### src/rtl/coin_pkg.sv
// Shared types and constants for the coin tracker.
// Optional build macro: COIN_RESPAWN_EN enables lap-wrap coin respawn in coin_tracker.
package coin_pkg;

  // Number of coins exported by the background block.
  localparam int COIN_NUMBER = 3;

  // Width of the terrain frame counter.
  localparam int FC_W = 12;

  typedef logic [12:0]        coin_x_t;
  typedef logic [9:0]         coin_y_t;
  typedef logic signed [13:0] coin_dist_t;
  typedef logic [FC_W-1:0]    frame_cnt_t;

  typedef enum logic [1:0] {
    IDLE   = 2'd0,
    SCAN   = 2'd1,
    COMMIT = 2'd2
  } coin_state_e;

  // 8-bit add that clamps at 255 instead of wrapping.
  function automatic logic [7:0] sat_add8(input logic [7:0] a, input logic [7:0] b);
    logic [8:0] sum;
    sum = {1'b0, a} + {1'b0, b};
    return sum[8] ? 8'hFF : sum[7:0];
  endfunction

endpackage

### src/rtl/coin_hit_check.sv
// Combinational hitbox test for one coin against the stickman.
// Shared by all scan cycles; the caller selects which coin is presented.
module coin_hit_check
  import coin_pkg::*;
#(
  parameter int STICKMAN_X = 120,
  parameter int HIT_HALF_W = 30,
  parameter int HIT_HALF_H = 50
) (
  input  logic       present_i,
  input  coin_x_t    coin_x_i,
  input  coin_y_t    coin_y_i,
  input  frame_cnt_t fc_snap_i,
  input  coin_y_t    stickman_y_i,
  output logic       hit_o
);

  localparam coin_dist_t W_MAX = coin_dist_t'(HIT_HALF_W);
  localparam coin_dist_t W_MIN = -W_MAX;
  localparam coin_dist_t H_MAX = coin_dist_t'(HIT_HALF_H);
  localparam coin_dist_t H_MIN = -H_MAX;

  coin_dist_t sx;
  coin_dist_t dx;
  coin_dist_t dy;
  logic       in_x;
  logic       in_y;

  // Screen X of the coin may go negative (off-screen left); the signed
  // compare still evaluates it and simply reports no overlap.
  assign sx = coin_dist_t'({1'b0, coin_x_i}) - coin_dist_t'({2'b00, fc_snap_i});
  assign dx = sx - coin_dist_t'(STICKMAN_X);
  assign dy = coin_dist_t'({4'b0000, coin_y_i}) - coin_dist_t'({4'b0000, stickman_y_i});

  assign in_x  = (dx <= W_MAX) && (dx >= W_MIN);
  assign in_y  = (dy <= H_MAX) && (dy >= H_MIN);
  assign hit_o = present_i & in_x & in_y;

endmodule

### src/rtl/coin_tracker.sv
// Per-frame coin collection: scans each coin against the stickman hitbox,
// clears touched coins, keeps a saturating score and strobes coin_pulse.
// Optional build macro: COIN_RESPAWN_EN (coins reappear when frame_counter wraps).
module coin_tracker #(
  parameter int COIN_NUMBER = 3,
  parameter int STICKMAN_X  = 120,
  parameter int HIT_HALF_W  = 30,
  parameter int HIT_HALF_H  = 50
) (
  input  logic                   Clk,
  input  logic                   Reset_n,
  input  logic                   frame_clk,
  input  logic                   playing,
  input  logic [11:0]            frame_counter,
  input  logic [12:0]            CoinFrameX [COIN_NUMBER],
  input  logic [9:0]             CoinY      [COIN_NUMBER],
  input  logic [9:0]             StickmanY,
  output logic [COIN_NUMBER-1:0] CoinStatus,
  output logic [7:0]             score,
  output logic                   coin_pulse
);

  import coin_pkg::*;

  localparam int IDX_W = (COIN_NUMBER > 1) ? $clog2(COIN_NUMBER) : 1;
  localparam logic [IDX_W-1:0] IDX_LAST = IDX_W'(COIN_NUMBER - 1);

  coin_state_e            state_q,       state_d;
  logic [IDX_W-1:0]       idx_q,         idx_d;
  frame_cnt_t             fc_snap_q,     fc_snap_d;
  logic [COIN_NUMBER-1:0] hit_vec_q,     hit_vec_d;
  logic [COIN_NUMBER-1:0] coin_status_q, coin_status_d;
  logic [7:0]             score_q,       score_d;
  logic                   coin_pulse_q,  coin_pulse_d;
  logic                   frame_clk_q;
  logic                   playing_q;

  logic                   frame_edge;
  logic                   playing_rise;
  logic                   wrap;
  frame_cnt_t             fc_cur;
  coin_x_t                sel_x;
  coin_y_t                sel_y;
  logic                   sel_present;
  logic                   cur_hit;
  logic [7:0]             hit_cnt;

`ifdef COIN_RESPAWN_EN
  frame_cnt_t             fc_last_q,     fc_last_d;
  assign wrap = (fc_snap_q < fc_last_q);
`else
  assign wrap = 1'b0;
`endif

  assign frame_edge   = frame_clk & ~frame_clk_q;
  assign playing_rise = playing & ~playing_q;

  // The first scan cycle uses the live counter (it is being snapshotted in
  // that same cycle); later scan cycles use the held snapshot.
  assign fc_cur = (idx_q == '0) ? frame_counter : fc_snap_q;

  // Present the coin addressed by idx to the single shared hit checker.
  always_comb begin
    sel_x       = '0;
    sel_y       = '0;
    sel_present = 1'b0;
    for (int i = 0; i < COIN_NUMBER; i++) begin
      if (idx_q == IDX_W'(i)) begin
        sel_x       = CoinFrameX[i];
        sel_y       = CoinY[i];
        sel_present = coin_status_q[i];
      end
    end
  end

  coin_hit_check #(
    .STICKMAN_X (STICKMAN_X),
    .HIT_HALF_W (HIT_HALF_W),
    .HIT_HALF_H (HIT_HALF_H)
  ) u_hit_check (
    .present_i    (sel_present),
    .coin_x_i     (sel_x),
    .coin_y_i     (sel_y),
    .fc_snap_i    (fc_cur),
    .stickman_y_i (StickmanY),
    .hit_o        (cur_hit)
  );

  // Count coins collected in the frame being committed.
  always_comb begin
    hit_cnt = '0;
    for (int i = 0; i < COIN_NUMBER; i++) begin
      hit_cnt = hit_cnt + 8'(hit_vec_q[i]);
    end
  end

  // Next-state and datapath updates; defaults hold everything and keep the pulse low.
  always_comb begin
    state_d       = state_q;
    idx_d         = idx_q;
    fc_snap_d     = fc_snap_q;
    hit_vec_d     = hit_vec_q;
    coin_status_d = coin_status_q;
    score_d       = score_q;
    coin_pulse_d  = 1'b0;
`ifdef COIN_RESPAWN_EN
    fc_last_d     = fc_last_q;
`endif

    if (!playing) begin
      // Game over: park the FSM and restore coins, but leave the score visible.
      state_d       = IDLE;
      idx_d         = '0;
      hit_vec_d     = '0;
      coin_status_d = '1;
`ifdef COIN_RESPAWN_EN
      fc_last_d     = '0;
`endif
    end else begin
      if (playing_rise) begin
        score_d = '0;
      end

      unique case (state_q)
        IDLE: begin
          // Edges seen in other states are intentionally ignored.
          if (frame_edge) begin
            state_d   = SCAN;
            idx_d     = '0;
            hit_vec_d = '0;
          end
        end

        SCAN: begin
          if (idx_q == '0) begin
            fc_snap_d = frame_counter;
          end
          for (int i = 0; i < COIN_NUMBER; i++) begin
            if (idx_q == IDX_W'(i)) begin
              hit_vec_d[i] = cur_hit;
            end
          end
          if (idx_q == IDX_LAST) begin
            state_d = COMMIT;
            idx_d   = '0;
          end else begin
            idx_d = idx_q + IDX_W'(1);
          end
        end

        COMMIT: begin
          coin_status_d = (wrap ? {COIN_NUMBER{1'b1}} : coin_status_q) & ~hit_vec_q;
          score_d       = sat_add8(score_q, hit_cnt);
          coin_pulse_d  = |hit_vec_q;
`ifdef COIN_RESPAWN_EN
          fc_last_d     = fc_snap_q;
`endif
          state_d       = IDLE;
        end

        default: begin
          state_d = IDLE;
          idx_d   = '0;
        end
      endcase
    end
  end

  // State registers; asynchronous reset aborts any scan in progress.
  always_ff @(posedge Clk or negedge Reset_n) begin
    if (!Reset_n) begin
      state_q       <= IDLE;
      idx_q         <= '0;
      fc_snap_q     <= '0;
      hit_vec_q     <= '0;
      coin_status_q <= '1;
      score_q       <= '0;
      coin_pulse_q  <= 1'b0;
      frame_clk_q   <= 1'b0;
      playing_q     <= 1'b0;
`ifdef COIN_RESPAWN_EN
      fc_last_q     <= '0;
`endif
    end else begin
      state_q       <= state_d;
      idx_q         <= idx_d;
      fc_snap_q     <= fc_snap_d;
      hit_vec_q     <= hit_vec_d;
      coin_status_q <= coin_status_d;
      score_q       <= score_d;
      coin_pulse_q  <= coin_pulse_d;
      frame_clk_q   <= frame_clk;
      playing_q     <= playing;
`ifdef COIN_RESPAWN_EN
      fc_last_q     <= fc_last_d;
`endif
    end
  end

  assign CoinStatus = coin_status_q;
  assign score      = score_q;
  assign coin_pulse = coin_pulse_q;

endmodule

### config.mk
export PLATFORM = sky130hd
export DESIGN_NAME = coin_tracker
export DESIGN_NICKNAME = d
export VERILOG_FILES = /design/src/rtl/coin_pkg.sv /design/src/rtl/coin_hit_check.sv /design/src/rtl/coin_tracker.sv
export SDC_FILE = /design/constraint.sdc
export NUM_CORES = 1
export LEC_CHECK = 0
export CORE_MARGIN = 5
export CORE_UTILIZATION = 50
export CTS_CLUSTER_SIZE = 28
export DETAILED_ROUTE_END_ITERATION = 6
export GPL_TIMING_DRIVEN = 0
export PLACE_DENSITY = 0.81
export SKIP_CTS_REPAIR_TIMING = 1
export SLEW_MARGIN = 25
export SYNTH_ARGS = -nofsm -noshare
export SYNTH_HDL_FRONTEND = slang
export SYNTH_SLANG_ARGS = --single-unit
### constraint.sdc
create_clock -name Clk -period 7.3 [get_ports Clk]
set_clock_uncertainty 0.05 [all_clocks]
set_input_delay 0.73 -clock Clk [delete_from_list [all_inputs] [get_ports Clk]]
set_output_delay 0.73 -clock Clk [all_outputs]
set_load 0.05 [all_outputs]
==> run summary <==
ROUTING
---------------------------------------------------------------------------------
Detailed Route WL                                                         9270 µm
Avg WL per Cell                                                           15.6 µm
Detailed-router iteration count before antenna repair                           4
Post-route DRC                                                                  0
Iteration-0 DRC count of the detailed router                                   73
Avg Vias per Cell                                                            5.60
Vias after detailed routing                                                  3326
Final ANT Viol Nets                                                             0

STA
---------------------------------------------------------------------------------
Share of the clock period used by the worst path after layout               70.3%
Achievable frequency                                                      195 MHz
Clock period minus worst slack                                            5.13 ns
Normalized max-slew margin                                                  51.0%
Fin worst setup slack                                                     2.17 ns
Post-Route Setup TNS                                                         0 ns
Transition time of the tightest slew-check pin                           0.736 ns
Total setup violations reported at the end of the flow                          0
Max Transition Viols Final                                                      0
Unrepaired setup endpoints after global routing                                no
Hold Violations, Final                                                          0
Smallest hold slack                                                      0.324 ns

LAYOUT
---------------------------------------------------------------------------------
Layout cells sized above 1                                                  7.20%
Count of non-filler cells in the finished layout                              594
Commonest non-fill, non-tap cell in the layout                       clkdlybuf4s50_1
Total inserted antenna cells                                                    0
Area Overhead vs Synth                                                      38.2%
Final net count                                                               648
Top library cells by usage in the layout, fill and taps aside        clkdlybuf4s50_1 (105), ha_1 (36), nand2_1 (35)

SYNTHESIS
---------------------------------------------------------------------------------
Top flip-flop cell by instance count after synthesis                      dfrtp_1
Number of storage elements in the synthesis netlist                            33
Mean post-synth cell area                                                8.53 µm²
Fraction of registers with async set/reset                                   100%
Seq/Total Area, Yosys                                                       24.4%
Number of warning messages in the yosys log                                     0
Count of cell types in the netlist                                             53
Synthesized instance count                                                    399
Number of enable-type register cells in the synthesized netlist                 0
Post-synthesis instance area                                             3400 µm²
Number of nets in the synthesized netlist                                     534

SETUP PATH
---------------------------------------------------------------------------------
R2R Setup Slk                                                             2.17 ns
CP max stage cell                                                           buf_1
R2R depth                                                                      15
Startpoint class of the critical path                                        flop
Largest stage delay on the critical path                                  0.63 ns
Endpoint type of the worst setup path                                        flop
Setup crit start                                                         idx_q[0]
Data arrival time of the critical path                                    5.28 ns
Worst EP required                                                         7.45 ns
Endpoint of the worst register-to-register path                      hit_vec_q[0]
Launch instance of the worst register-to-register path                   idx_q[0]
Crit-path cells                                                      clkbuf_1 > buf_1 > buf_1 > mux2i_1 > o21ai_0 > ha_1 > ha_1 > and3_1 > a2111o_1 > a31o_4 > a31oi_4 > xor2_2 > or4bb_1 > o22a_1 > o31ai_1
WS Path Type                                                              reg2reg
Critical path peak fanout                                                      10

GLOBAL ROUTING
---------------------------------------------------------------------------------
Total GRT Usage                                                             21.9%
Pin count of the biggest net entering global routing                           18
Number of global-route vias before repair                                    3380
Number of antenna violations at the first check in global routing               0
Global-route wire length before repair                                   15100 µm
Global route total overflow                                                     0

FLOORPLAN
---------------------------------------------------------------------------------
Area of the core                                                         6720 µm²
Initial cell density of the core                                            50.7%
DIE AREA                                                                 8560 µm²
Number of placement rows                                                       30
Number of top-level pins                                                      107
Chip Height                                                               92.5 µm
Die extent in x                                                           92.5 µm

PLACED DESIGN
---------------------------------------------------------------------------------
HPWL after DPL                                                            7590 µm
Placed Instances                                                              586
GP Congestion                                                               0.858
Number of input and output port buffers inserted                              106
Setup slack after placement                                               2.19 ns

PWR
---------------------------------------------------------------------------------
Post-layout total power                                                  0.770 mW
Cell Pwr Density                                                       164 nW/µm²
Leak Pwr                                                                  2.03 nW
Maximum resistive drop on vdd                                              110 µV

CLOCK TREE
---------------------------------------------------------------------------------
Clock tree from TritonCTS                                                     yes
Maximum buffer depth of the clock tree                                          2
Register clock-pin slew on the reported worst setup and hold paths        0.08 ns
Worst-Skew Late Latency                                                   0.30 ns
Clock tree root driver cell                                              clkbuf_8
H-Tree Depth                                                                    2
Cts bufs inserted                                                               5
Clock sink count                                                               33

RUN
---------------------------------------------------------------------------------
Number of max-cap violations                                                    0

STATUS
---------------------------------------------------------------------------------
Status                                                               complete, no violations

WORST HOLD PATH
---------------------------------------------------------------------------------
Path class of the lowest-slack min-delay path                            in2async

## registers in the layout (all words and copies together), names as in the netlist
signal	flops
idx_q	2
fc_snap_q	12
playing_q	1
hit_vec_q	3
state_q	2
score	8
CoinStatus	3
frame_clk_q	1
coin_pulse	1
## where the power goes
group / internal [mW] / switching [mW] / leakage, nW / total (mW)
Sequential: 0.205 / 0.0102 / 0.421 / 0.215
Clock: 0.111 / 0.0721 / 0.0585 / 0.183
Combinational: 0.194 / 0.178 / 1.55 / 0.371
Total: 0.510 / 0.260 / 2.03 / 0.770
## synth_stat cells (4+ instances only)
cell type / instances / area, µm²
ha_1: 36 / 450
nand2_1: 35 / 131
nor2_1: 33 / 124
inv_1: 32 / 120
mux2i_1: 31 / 310
o21ai_0: 31 / 155
dfrtp_1: 30 / 751
a21oi_1: 29 / 145
mux2_2: 19 / 214
clkbuf_1: 9 / 33.8
xnor2_1: 9 / 78.8
a21o_1: 8 / 60.1
xor2_1: 8 / 70.1
and3_1: 6 / 37.5
nand3_1: 6 / 30.0
nor3_1: 6 / 30.0
a31oi_1: 5 / 31.3
nor2b_1: 5 / 31.3
fa_1: 4 / 80.1
nand4_1: 4 / 25.0
o31ai_1: 4 / 30.0
## per-layer routing
layer	GRT usage, %	part of all wire [%]	vias to the layer above
met5	0	0	-
met4	6.44	1.4	0
met3	3.57	4.3	14
met2	42.3	54	82
met1	24.1	40	1579
li1	-	-	1651
## stage by stage
step | cell area, µm² | util [%]
2_1_floorplan | 3400 | -
3_3_place_gp | 4560 | 67.9
3_5_place_dp | 4590 | 68.3
4_1_cts | 4700 | 70.0
5_1_grt | 4700 | 70.0
6_report | 4700 | 70.0
## area by class of cell
class / count / area, µm²
Clock inverter: 1 / 30.0
Fill cell: 548 / 2020
Tap cell: 80 / 100
Inverter: 33 / 124
Clock buffer: 7 / 86.3
Buffer: 12 / 45.0
Sequential cell: 33 / 830
Timing Repair Buffer: 107 / 1080
Multi-Input combinational cell: 321 / 2400
## worst max-delay path by stage
stage                              end  slack (ns)
after floorplan           hit_vec_q[0]        2.84
after global placement    hit_vec_q[0]        2.31
after detailed placement  hit_vec_q[2]        2.19
after CTS                 hit_vec_q[0]        2.15
after global routing      hit_vec_q[0]        1.90
final                     hit_vec_q[0]        2.17
## kinds of logic (layout without fill, tap and decap cells)
| family | Yosys count | after routing | synth area share, % |
|---|---|---|---|
| compound gates | 104 | 104 | 19.7 |
| xor+xnor | 18 | 18 | 4.85 |
| fa+ha+maj | 40 | 40 | 15.6 |
| buf+inv | 45 | 160 | 4.96 |
| flops | 33 | 33 | 24.4 |
| mux | 50 | 50 | 15.4 |
| simple gates | 109 | 109 | 15.1 |
## critical path: cells and delay by family (launching register included)
| family | cells | cell delay (ns) |
|---|---|---|
| AO/OA/AOI/OAI | 6 | 1.51 |
| XOR/XNOR | 1 | 0.10 |
| multiplexers | 1 | 0.25 |
| flip-flops | 1 | 0.34 |
| buffers and inverters | 3 | 1.39 |
| adder cells (fa/ha/maj) | 2 | 0.66 |
| AND/OR/NAND/NOR | 2 | 0.72 |
(Power assumes the default switching activity.)
